==> src/rtl/arm_cpu_pkg.sv <==
// rtl/arm_cpu_pkg.sv - shared types and constants for the ARM fetch path
package arm_cpu_pkg;

  localparam int WORD_W = 32;

  typedef logic [WORD_W-1:0] word_t;

  // Bytes per instruction word; the PC advances by this on each fetch
  localparam word_t INSTR_BYTES = 32'd4;
  // ARM reads of R15 return the instruction address plus this offset
  localparam word_t PC_READ_OFFSET = 32'd8;

  typedef enum logic {
    FETCH = 1'b0,
    HALT  = 1'b1
  } fetch_state_t;

endpackage

==> src/rtl/pc_next_logic.sv <==
// rtl/pc_next_logic.sv - next-PC select: aligned branch target, hold, or sequential step
module pc_next_logic
  import arm_cpu_pkg::*;
(
  input  word_t pc,
  input  logic  branch_taken,
  input  word_t branch_target,
  input  logic  advance,
  output word_t pc_next
);

  // Branch wins over everything; its low two bits are forced to zero so the PC stays word aligned
  always_comb begin
    pc_next = pc;
    if (branch_taken) begin
      pc_next = branch_target & ~word_t'(32'h3);
    end else if (advance) begin
      pc_next = pc + INSTR_BYTES;
    end
  end

endmodule

==> src/rtl/fetch_stage.sv <==
// rtl/fetch_stage.sv - instruction fetch stage: PC, IF/ID register, range fault
module fetch_stage
  import arm_cpu_pkg::*;
#(
  parameter word_t RESET_PC   = 32'h0000_0000,
  parameter int    IMEM_DEPTH = 256
) (
  input  logic        clk,
  input  logic        reset,
  output logic [31:0] imem_addr,
  input  logic [31:0] imem_instr,
  input  logic        stall,
  input  logic        branch_taken,
  input  logic [31:0] branch_target,
  output logic        if_valid,
  output logic [31:0] if_instr,
  output logic [31:0] if_pc,
  output logic [31:0] if_pc_plus8,
  output logic        fetch_fault
);

  // One extra bit so a depth of 2^30 words still compares correctly
  localparam logic [30:0] DEPTH_WORDS = 31'(IMEM_DEPTH);

  word_t        pc;
  word_t        pc_next;
  fetch_state_t state;
  fetch_state_t state_next;
  logic         fault_next;
  logic         in_range;
  logic         fetch_go;

  assign imem_addr = {2'b00, pc[31:2]};
  assign in_range  = {1'b0, pc[31:2]} < DEPTH_WORDS;
  // An unstalled, unredirected edge in FETCH consumes the memory word or faults
  assign fetch_go  = (state == FETCH) && !stall && !branch_taken;

  pc_next_logic u_pc_next (
    .pc            (pc),
    .branch_taken  (branch_taken),
    .branch_target (branch_target),
    .advance       (fetch_go && in_range),
    .pc_next       (pc_next)
  );

  // State, fault flag and PC registers
  always_ff @(posedge clk) begin
    if (reset) begin
      state       <= FETCH;
      fetch_fault <= 1'b0;
      pc          <= RESET_PC;
    end else begin
      state       <= state_next;
      fetch_fault <= fault_next;
      pc          <= pc_next;
    end
  end

  // Next state: out-of-range fetch halts; only a branch resumes fetching
  always_comb begin
    state_next = state;
    fault_next = fetch_fault;
    if (branch_taken) begin
      state_next = FETCH;
      fault_next = 1'b0;
    end else if (fetch_go && !in_range) begin
      state_next = HALT;
      fault_next = 1'b1;
    end
  end

  // IF/ID pipeline register; a flush or fault only clears valid, the payload holds
  always_ff @(posedge clk) begin
    if (reset) begin
      if_valid    <= 1'b0;
      if_instr    <= '0;
      if_pc       <= '0;
      if_pc_plus8 <= '0;
    end else if (branch_taken || state == HALT) begin
      if_valid <= 1'b0;
    end else if (!stall) begin
      if (in_range) begin
        if_valid    <= 1'b1;
        if_instr    <= imem_instr;
        if_pc       <= pc;
        if_pc_plus8 <= pc + PC_READ_OFFSET;
      end else begin
        if_valid <= 1'b0;
      end
    end
  end

endmodule
==> config.mk <==
export PLATFORM = sky130hd
export DESIGN_NAME = fetch_stage
export DESIGN_NICKNAME = d
export VERILOG_FILES = /design/src/rtl/arm_cpu_pkg.sv /design/src/rtl/pc_next_logic.sv /design/src/rtl/fetch_stage.sv
export SDC_FILE = /design/constraint.sdc
export NUM_CORES = 1
export LEC_CHECK = 0
export BUFFER_PORTS_ARGS = -buffer_cell sky130_fd_sc_hd__buf_2
export CAP_MARGIN = 30
export CORE_MARGIN = 2
export CORE_UTILIZATION = 46
export DETAILED_ROUTE_END_ITERATION = 12
export PLACE_DENSITY = 0.83
export SYNTH_ARGS = -nofsm -noshare
export SYNTH_HDL_FRONTEND = slang
export SYNTH_SLANG_ARGS = --single-unit
==> constraint.sdc <==
create_clock -name clk -period 1.9 [get_ports clk]
set_input_delay 0.38 -clock clk [delete_from_list [all_inputs] [get_ports clk]]
set_output_delay 0.38 -clock clk [all_outputs]
set_load 0.1 [all_outputs]
## Yosys cells after proc, flatten, opt, wreduce, memory -nomap -nowiden

Index checks and enable logic that the tools add are counted.

- Bitwise logic cells: 3
- Reduce and logical (&&, ||, !) cells: 12
- Add/subtract/negate cells: 2
- Order comparisons: 1
- Multiplexer cells: 3

Operators with widths:

| operator | number |
|---|---|
| 32-bit 2-to-1 mux | 2 |
| 32-bit by 3-bit adder with 32-bit output, second input constant | 1 |
| 32-bit by 4-bit adder with 32-bit output, second input constant | 1 |
| 30-bit by 9-bit < comparator with 1-bit output, second input constant | 1 |
| 1-bit logical AND | 4 |
| 2-bit OR reduction | 2 |
| 1-bit logical NOT | 3 |
| 1-bit inverter | 3 |
| 3-bit AND reduction | 1 |
| 2-bit nonzero test | 1 |
| 1-bit logical OR | 1 |
| 1-bit 2-to-1 mux | 1 |

- Output and inout port bits: 130
- Register bits after elaboration: 130
- Input bits: 68

## Depth between registers and ports, before layout

Gate-level depths: netlist (run 1).

- Word-level depth: 6
- Depth in mapped cells: 8
- Depth with buffers taken out: 6

## Cells and area by module

Synthesis (run 1) repeated with hierarchy kept, for this count alone.

- Cells, all modules: 628
- Area total of the unflattened synthesis: 5539.1 sq um

Modules (own cells, without submodules):

| module | cells an instance | area an instance (sq um) | sequential area each (sq um) | instances |
|---|---|---|---|---|
| fetch_stage | 451 | 4490.6 | 2542.4 | 1 |
| pc_next_logic | 177 | 1048.5 | 0.0 | 1 |

## Worst setup path after synthesis (run 1)

No wires, ideal clock.

- Kind: reg-to-reg
- Start point: register pc[3]
- End point: register pc[7]
- Arrival time: 2.090 ns
- Data required time: 1.825 ns
- Clock period less this slack: 2.164 ns
- Path slack: -0.264 ns
- Stages on the path, launching flop included: 5
- Path buffers: 0
- Library setup time: 0.075 ns
- Path through: dfxtp_1 > ha_1 > nand2_1 > or4_1 > a31oi_1

- Word-level cells in the longest chain between the ends: 3
- Elaborated cells between the ends (all ways): 6

Ends and longest elaborated chain:

| item | RTL line | RTL |
|---|---|---|
| start, declared | fetch_stage.sv:25 | `word_t pc;` |
| start signal, assigned | fetch_stage.sv:55 | `pc <= pc_next;` |
| 32-bit by 3-bit adder with 32-bit output or 30-bit by 9-bit < comparator with 1-bit output (tied branches) | pc_next_logic.sv:18, fetch_stage.sv:34 |  |
| 32-bit 2-to-1 mux or 1-bit logical AND (tied branches) | pc_next_logic.sv:17, fetch_stage.sv:42 |  |
| 32-bit 2-to-1 mux or 2-bit nonzero test (tied branches) | - |  |

Several ways; a longest one is shown, not always the timed one. The select of a mux whose other input is x is not followed.
A chain may end at the register's enable or synchronous reset.

## Worst setup path in the final report (run 1)

- Start point: register pc[4]
- End point: output port imem_addr[2]

RTL lines:

| item | RTL line | RTL |
|---|---|---|
| end, declared | fetch_stage.sv:10 | `output logic [31:0] imem_addr,` |

No word-level cell between the ends.

==> run summary, run 1 <==
outcome = completed
layout cells sized above 1 = 0.403
Top delay family on crit path = buffers and inverters
final core occ = 0.665
syn avg cell area = 9.19 um2
DRT Wirelength = 11200 um
Flop pwr share = 0.399
crit path kind = flop to primary output
number of synthesized register bits = 123
setup bufs post-CTS = 0
f_max = 555 MHz
Final Total Pwr = 0.00674 W
Non-Filler Instances = 783
Slew HR = 0.452
final-report hold violation count = 0
final setup fails = 0
clock sink count = 123
post-synthesis mux area share = 0.0506
DRC errors left = 0
commonest cells in the netlist = 123 x dfxtp_1, 92 x nand2_1, 49 x a21oi_1
Static Leak = 2.89 nW
Max-Cap Viols = 0
clock power share = 0.497
Critical Path End Type = primary output
site row count = 35
Root Driver = clkbuf_8
Worst path slowest cell = buf_2
sequential share of the synthesized area = 0.566
PortBufs = 189
CP Launch Type = flop
post-place instance area = 5420 um2
Post-DRT Antenna Nets = 0
Max Clock Skew = 0.00746 ns
largest net degree at the start of global routing = 81
Tmin final = 1.80 ns
worst path bufs/invs = 2
die span in x = 101 um
Comb power frac = 0.104
CTS tree = built
RSZ-0062 raised after global routing = false
Netlist cell types = 35
Initial Util = 0.473
P_int = 0.00499 W
leading post-synthesis cells by cell area = dfxtp_1 57%, nand2_1 7.9%, and2_1 6.3%
NetSw = 0.00175 W
total CTS buffers = 17
Power Density = 1100 nW/um2
number of H-tree levels = 4
antenna violations before repair = 0
Clock Latency Late Sink = 0.50 ns
largest family of logic cells by synthesized area = simple AND/OR/NAND/NOR gates
DP Cell Count = 750
nets = 729
drt wl/cell = 14.3 um
Post-synth ARST share = 0
Die Area = 10200 um2
Synth Area in Adders = 0.00576
XOR/XNOR share of the synthesized area = 0.0141
Non-Filler Cell Area, Final = 6120 um2
area grow syn2layout = 40.7%
diode count = 0
IO Pins = 198
post-synthesis simple-gate area fraction = 0.231
CP max FO = 9
global-route wire length before repair = 17100 um
total number of vias = 3869
Mapped Cells = 473
most frequent cell after synthesis = dfxtp_1
Worst-Margin Slew = 0.822 ns
vias per cell = 4.94
crit path DAT = 1.42 ns
GP Congestion = 0.777
CP Cell Sequence = buf_4, buf_2
vias in the first global route = 3726
Compound-Gate Fraction of Synth Area = 0.0866
Clock Tree Buf Depth = 2
Critical Path Max Stage Delay = 0.44 ns
Hold Crit Class = input port to flop
Post-synth top flop = dfxtp_1
VDD IR max = 0.562 mV
Mapped Area = 4350 um2
Detailed Routing Iterations Pass 1 = 4
CP required = 1.52 ns
max-slew violations = 0
Tcrit/Tclk final = 0.948
Worst-path clk slew = 0.06 ns
Switching Share = 0.260
# fillers = 763
Synth top area share = 0.566
number of DRC markers in iteration 0 = 127
Die Y = 101 um
total track usage = 0.213
synth warn = 0
grt total ovfl = 0
DPL Wire Length = 7580 um
core area = 9200 um2
number of synthesized flops with an enable pin = 0
post-synth top area cell = dfxtp_1
-- per-stage QoR --
stage | TNS, ns | hold WS [ns] | setup slack [ns]
final | 0 | 0.116 | 0.0987
after global routing | 0 | 0.0952 | 0.00177
after CTS | 0 | 0.0926 | 0.0160
after detailed placement | 0 | 0.438 | 0.0248
after global placement | -0.596 | 0.423 | -0.0155
after floorplan | -0.0393 | 0.516 | -0.0393
-- per-layer routing --
layer / vias up / part of all wire / global-route usage
met4: 0 / 0.016 / 0.0748
met3: 12 / 0.077 / 0.0780
li1: 1928 / - / -
met5: - / 0 / 0
met1: 1778 / 0.40 / 0.238
met2: 151 / 0.51 / 0.373
-- timing repair --
| item | in CTS | in global routing |
|---|---|---|
| hold buffers | 0 | 0 |
| pin swaps | 0 | 3 |
| resized for setup | 2 | 7 |
| endpoints found under the setup margin | 1 | 25 |
| cloned | 0 | 1 |
-- power by group through the flow --
stage,sequential [W],clock (W),combinational (W)
2_1_floorplan,0.00304,0,0.000228
3_3_place_gp,0.00273,0,0.000673
3_5_place_dp,0.00274,0,0.000685
4_1_cts,0.00268,0.00339,0.000690
5_1_grt,0.00270,0.00352,0.000740
6_report,0.00269,0.00335,0.000701
-- cells by family after synthesis --
family / Yosys count
AOI/OAI and AO/OA: 68
DFF: 123
other: 1
xor gates and xnor gates: 7
adders and majority gates: 2
buffers and inverters: 42
and+or+nand+nor: 208
muxes: 22
-- cell type report --
type	instances	area, um2	share of cell area
clock buffer	20	435	0.0712
clock inverter	12	188	0.0307
inverter	3	11.3	0.00184
multi-input combinational	313	1770	0.290
sequential	123	2500	0.408
tap	111	139	0.0227
timing repair buffer	201	1080	0.176
-- state kept, by name (all words and copies together), names as in the netlist --
name         flops
state            1
if_pc_plus8     29
if_pc           30
if_valid         1
pc              30
if_instr        32
-- worst reg2reg max path: cells and delay by family (launching register included) --
kind,cells,cell delay [ns]
simple gates,4,1.20
flops,1,0.34
compound gates,1,0.18
-- placed cells by master, fill, tap and decap left out, drive strengths merged --
master    count
buf         199
dfxtp       123
nand2        93
a21oi        49
and2         44
nor2         37
mux2i        22
clkbuf       22
nand3         9
nor3          7
a211oi        7
conb          6
nor4          6
inv           6
xor2          4
o21ai         4
a31oi         4
bufinv        4
clkinv        4
xnor2         3
and3          3
nand4         2
or3           2
ha            2
and4          2
o311ai        2
nor2b         1
a32oi         1
or4           1
a22oi         1
nor4b         1
clkinvlp      1
-- worst paths after layout --
path | to | cells after the start | slack [ns] | from
max | imem_addr[2] | 2 | 0.1 | pc[4]
min | if_instr[1] | 3 | 0.12 | imem_instr[1]
max reg2reg | pc[7] | 5 | 0.11 | pc[15]
min reg2reg | if_pc[7] | 2 | 0.45 | if_pc[7]
Power figures use the tool's default switching activity.
==> inputs of run 2 (changes only) <==
--- a/config.mk
+++ b/config.mk
@@ -7,9 +7,9 @@
 export LEC_CHECK = 0
 export BUFFER_PORTS_ARGS = -buffer_cell sky130_fd_sc_hd__buf_2
 export CAP_MARGIN = 30
-export CORE_MARGIN = 2
 export CORE_UTILIZATION = 46
 export DETAILED_ROUTE_END_ITERATION = 12
+export MAX_ROUTING_LAYER = met4
 export PLACE_DENSITY = 0.83
 export SYNTH_ARGS = -nofsm -noshare
 export SYNTH_HDL_FRONTEND = slang
==> run summary, run 2 (same netlist as run 1, synthesis figures left out) <==
Clock Tree Buf Depth = 2 (unchanged)
vias in the first global route = 3781 (+1.5%)
GP Congestion = 0.803 (+3.4%)
number of flip-flops in the largest register = 32 (unchanged)
final core occ = 0.658 (-0.00707)
Clock Latency Late Sink = 0.51 ns (about the same)
RSZ-0062 raised after global routing = false
Reg area = 2500 um2 (unchanged)
worst slack at placement = 0.0170 ns (-0.00778 ns)
Worst-path clk slew = 0.06 ns (about the same)
PortBufs = 189 (unchanged)
CP required = 1.52 ns (about the same)
crit path kind = flop to primary output
most frequent cells in the layout = 187 x buf_2, 94 x dfxtp_1, 92 x nand2_1
global-route wire length before repair = 17400 um (+1.9%)
grt total ovfl = 0 (unchanged)
Hold-fix buffers, CTS = 0 (unchanged)
outcome = completed
Post-DRT Antenna Nets = 0 (unchanged)
Hold Crit Depth = 3 (unchanged)
Static Leak = 2.86 nW (-1.1%)
DPL Wire Length = 7480 um (-1.4%)
Worst-Margin Slew = 0.871 ns (+0.0492 ns)
site row count = 35 (unchanged)
worst reg2reg path depth = 5 (unchanged)
area grow syn2layout = 39.3%
max-slew violations = 0 (unchanged)
CP startpoint = pc[5]
nets = 729 (unchanged)
Die Y = 99.2 um (-2.0%)
CP Launch Type = flop
DRT Wirelength = 11100 um (-0.74%)
die span in x = 99.2 um (-2.0%)
Tmin final = 1.81 ns (+0.00992 ns)
f_max = 552 MHz (-0.55%)
DRC errors left = 0 (unchanged)
R2R Path End = pc[7]
Comb power frac = 0.110 (+0.006)
Flop pwr share = 0.420 (+0.021)
vias per cell = 4.98 (+0.80%)
clock power share = 0.471 (-0.026)
Tcrit/Tclk final = 0.953 (+0.00522)
Final Total Pwr = 0.00641 W (-4.9%)
Biggest register = if_instr
layout cells sized above 1 = 0.405 (+0.00149)
IO Pins = 198 (unchanged)
Max Clock Skew = 0.00625 ns (-0.00121 ns)
antenna violations before repair = 0 (unchanged)
Hold Crit Class = input port to flop
CP max FO = 10 (+1)
total CTS buffers = 17 (unchanged)
drt wl/cell = 14.2 um (-0.74%)
Die Area = 9840 um2 (-3.9%)
largest net degree at the start of global routing = 81 (unchanged)
Regs by FF count = if_instr (32), if_pc (30), pc (30)
Critical Path Max Stage Delay = 0.49 ns (+0.05 ns)
R2R Setup Slk = 0.12 ns (about the same)
crit path DAT = 1.43 ns (about the same)
Power Density = 1060 nW/um2 (-3.9%)
Initial Util = 0.473 (unchanged)
Max-Cap Viols = 0 (unchanged)
total track usage = 0.231 (+0.0183)
CP Cell Sequence = buf_2
Detailed Routing Iterations Pass 1 = 4 (unchanged)
NetSw = 0.00183 W (+4.7%)
CTS tree = built
VDD IR max = 0.546 mV (-2.9%)
# fillers = 757 (-0.79%)
Top delay family on crit path = buffers and inverters
multi-input logic area = 1760 um2 (-0.56%)
Slew HR = 0.419 (-0.0328)
P_int = 0.00458 W (-8.2%)
Root Driver = clkbuf_8
Final Worst Setup Slack = 0.0888 ns (-0.00992 ns)
diode count = 0 (unchanged)
core area = 9200 um2 (unchanged)
worst r2r src = pc[15]
total number of vias = 3900 (+0.80%)
commonest non-fill, non-tap cell in the layout = buf_2
worst path bufs/invs = 1 (-1)
clock sink count = 123 (unchanged)
number of DRC markers in iteration 0 = 88 (-31%)
cell depth of the worst setup path = 1 (-1)
number of H-tree levels = 4 (unchanged)
Worst path slowest cell = buf_2
Critical Path End Type = primary output
final-report hold violation count = 0 (unchanged)
Switching Share = 0.286 (+0.0261)
final setup fails = 0 (unchanged)
Setup crit end = imem_addr[3]
run 2: stage by stage:
stage / hold slack, ns / instances / TNS [ns] / area, um2
final: 0.109 / 783 / 0 / 6050
after global routing: 0.0875 / 783 / 0 / 6050
after CTS: 0.0836 / 781 / 0 / 5980
after detailed placement: 0.438 / 749 / 0 / 5410
after global placement: 0.427 / 748 / 0 / 5400
after floorplan: 0.516 / 478 / -0.0393 / 4400
run 2: layer usage:
layer  part of all wire  global-route usage
met3              0.060              0.0625
met2               0.48               0.388
met5                  0                   -
met4              0.019               0.103
met1               0.44               0.258
run 2: layout make-up:
cell class / instances / area share
clock inverter: 15 / 0.0250
timing repair buffer: 201 / 0.178
tap: 111 / 0.0229
sequential: 123 / 0.413
clock buffer: 17 / 0.0684
multi-input combinational: 313 / 0.291
inverter: 3 / 0.00186
run 2: power groups by stage:
stage	combinational, W	sequential, W	clock (W)
2_1_floorplan	0.000228	0.00304	0
3_3_place_gp	0.000674	0.00274	0
3_5_place_dp	0.000688	0.00274	0
4_1_cts	0.000690	0.00268	0.00308
6_report	0.000703	0.00269	0.00302
5_1_grt	0.000737	0.00270	0.00321
run 2: worst min path at each step:
| stage | startpoint | to | slack [ns] |
|---|---|---|---|
| after floorplan | imem_instr[21] | if_instr[21] | 0.52 |
| after global placement | state | if_valid | 0.43 |
| after detailed placement | if_pc_plus8[12] | if_pc_plus8[12] | 0.44 |
| after CTS | imem_instr[2] | if_instr[2] | 0.08 |
| after global routing | imem_instr[2] | if_instr[2] | 0.09 |
| final | imem_instr[2] | if_instr[2] | 0.11 |
run 2: what timing repair did:
item                       CTS  global route
pin swaps                    0             1
setup buffers                0             1
setup endpoints to repair    3            20
resized for setup            1             8
gates cloned                 0             1
==> inputs of run 3 (changes only) <==
--- a/config.mk
+++ b/config.mk
@@ -5,9 +5,10 @@
 export SDC_FILE = /design/constraint.sdc
 export NUM_CORES = 1
 export LEC_CHECK = 0
+export ABC_AREA = 1
 export BUFFER_PORTS_ARGS = -buffer_cell sky130_fd_sc_hd__buf_2
 export CAP_MARGIN = 30
-export CORE_UTILIZATION = 46
+export CORE_UTILIZATION = 47
 export DETAILED_ROUTE_END_ITERATION = 12
 export MAX_ROUTING_LAYER = met4
 export PLACE_DENSITY = 0.83
==> run summary, run 3 <==
antenna violations before repair = 0 (unchanged)
Critical Path End Type = primary output
total track usage = 0.244 (+0.0132)
DPL Wire Length = 8260 um (+11%)
number of H-tree levels = 4 (unchanged)
commonest cells in the netlist = 164 x nor2_1, 126 x nand2_1, 123 x dfxtp_1
post-cts sizing count = 0 (-1)
grt total ovfl = 0 (unchanged)
nets = 858 (+18%)
CP Cell Sequence = buf_2
final setup fails = 0 (unchanged)
synth warn = 0 (unchanged)
RSZ-0062 raised after global routing = false
number of flip-flops in the largest register = 32 (unchanged)
Clock Latency Late Sink = 0.51 ns (about the same)
Netlist cell types = 27 (-23%)
outcome = completed
total number of vias = 4558 (+17%)
Post-DRT Antenna Nets = 0 (unchanged)
drt wl/cell = 13.0 um (-8.3%)
largest net degree at the start of global routing = 57 (-30%)
Reg area = 2490 um2 (-0.20%)
Die Y = 101 um (+2.1%)
CP Launch Type = flop
Top delay family on crit path = buffers and inverters
crit path kind = flop to primary output
Max-Cap Viols = 0 (unchanged)
Critical Path Max Stage Delay = 0.48 ns (about the same)
DRT Wirelength = 12100 um (+8.9%)
Worst path slowest cell = buf_2
Die Area = 10300 um2 (+4.2%)
vias per cell = 4.90 (-1.6%)
Mapped Cells = 611 (+29%)
Post-synth ARST share = 0 (unchanged)
vias in the first global route = 4202 (+11%)
PortBufs = 189 (unchanged)
core area = 9420 um2 (+2.4%)
diode count = 0 (unchanged)
multi-input logic area = 1860 um2 (+5.5%)
Hold Crit Class = input port to flop
layout cells sized above 1 = 0.331 (-0.0739)
Power Density = 1070 nW/um2 (+0.57%)
hold slack = 0.110 ns (+0.000986 ns)
post-synth top area cell = dfxtp_1
setup bufs post-CTS = 0 (unchanged)
syn avg cell area = 7.58 um2 (-18%)
site row count = 35 (unchanged)
Mapped Area = 4630 um2 (+6.6%)
# fillers = 781 (+3.2%)
setup TNS = 0 ns (unchanged)
Static Leak = 3.03 nW (+5.7%)
Detailed Routing Iterations Pass 1 = 5 (+1)
Clock Tree Buf Depth = 2 (unchanged)
sequential share of the synthesized area = 0.531 (-0.0349)
Synth top area share = 0.531 (-0.0349)
max-slew violations = 0 (unchanged)
Tmin final = 1.84 ns (+0.0272 ns)
most frequent cells in the layout = 188 x buf_2, 164 x nor2_1, 126 x nand2_1
Biggest register = if_instr
crit path DAT = 1.46 ns (+0.03 ns)
die span in x = 101 um (+2.1%)
DRC errors left = 0 (unchanged)
Tcrit/Tclk final = 0.968 (+0.0143)
Post-synth top flop = dfxtp_1
Max Clock Skew = 0.00757 ns (+0.00132 ns)
most frequent cell after synthesis = nor2_1
total CTS buffers = 17 (unchanged)
Hold-fix buffers, CTS = 0 (unchanged)
Initial Util = 0.492 (+0.0193)
VDD IR max = 0.529 mV (-3.1%)
CTS tree = built
worst path bufs/invs = 1 (unchanged)
IO Pins = 198 (unchanged)
Regs by FF count = if_instr (32), if_pc (30), pc (30)
clock sink count = 123 (unchanged)
f_max = 544 MHz (-1.5%)
final-report hold violation count = 0 (unchanged)
number of DRC markers in iteration 0 = 184 (+110%)
CP max FO = 8 (-2)
area grow syn2layout = 34.6%
global-route wire length before repair = 19000 um (+8.7%)
number of synthesized register bits = 123 (unchanged)
Worst-path clk slew = 0.06 ns (about the same)
Root Driver = clkbuf_8
commonest non-fill, non-tap cell in the layout = buf_2
GP Congestion = 0.854 (+6.3%)
number of synthesized flops with an enable pin = 0 (unchanged)
CP required = 1.52 ns (about the same)
leading post-synthesis cells by cell area = dfxtp_1 53%, nor2_1 13%, nand2_1 10%
==> run 3: cell count changes after synthesis, sizes merged, moves of 22 or more <==
cell / before / now
mux2i: 22 / 0
nand3: 9 / 34
nand2: 93 / 127
o21ai: 4 / 49
and2: 44 / 0
nor2: 37 / 166
==> run 3: per-stage QoR <==
stage           util  power [W]  cells  worst slack, ns  area (um2)
2_1_floorplan      -    0.00334    616          0.00180        4680
3_3_place_gp   0.599    0.00349    898            0.200        5640
3_5_place_dp   0.599    0.00350    898            0.151        5640
4_1_cts        0.662    0.00668    930           0.0310        6230
5_1_grt        0.662    0.00687    930          0.00148        6230
6_report       0.662    0.00664    930           0.0616        6230
==> run 3: final timing paths <==
kind | from | end | slack, ns | depth (start not counted)
min | imem_instr[22] | if_instr[22] | 0.11 | 3
max reg2reg | pc[16] | pc[4] | 0.24 | 8
min reg2reg | if_pc_plus8[19] | if_pc_plus8[19] | 0.43 | 2
max | pc[7] | imem_addr[5] | 0.06 | 1
==> run 3: tightest hold or removal path, delay by kind of cell <==
| family | cells | cell delay, ns |
|---|---|---|
| compound gates | 1 | 0.06 |
| buf+inv | 1 | 0.08 |
| simple gates | 1 | 0.07 |
==> run 3: cell families (layout without fill, tap and decap cells) <==
kind of cell / count (synthesis) / after routing / share of synthesized area
adder cells (fa/ha/maj): 2 / 2 / 0.00540
buffers and inverters: 63 / 248 / 0.0716
other: 1 / 6 / 0.000809
XOR/XNOR: 7 / 7 / 0.0132
flip-flops: 123 / 123 / 0.531
AND/OR/NAND/NOR: 333 / 333 / 0.289
AO/OA/AOI/OAI: 82 / 82 / 0.0886
==> run 3: report_power, final <==
part / total (W) / switching (W) / leakage, nW / internal (W)
logic: 0.000769 / 0.000600 / 1.73 / 0.000169
clock network: 0.00319 / 0.00120 / 0.288 / 0.00198
registers: 0.00268 / 0.0000496 / 1.01 / 0.00263
total: 0.00664 / 0.00185 / 3.03 / 0.00479
==> run 3: layout make-up <==
class,count,share of cell area
sequential,123,0.400
multi-input combinational,430,0.298
timing repair buffer,201,0.171
clock buffer,20,0.0730
tap,129,0.0259
clock inverter,12,0.0221
inverter,15,0.00983
==> run 3: routing by layer <==
layer | vias to the layer above | GRT usage | share of wire
li1 | 2274 | - | -
met4 | 0 | 0.0870 | 0.0074
met1 | 2100 | 0.264 | 0.42
met3 | 8 | 0.0663 | 0.067
met2 | 176 | 0.430 | 0.50
met5 | - | - | 0
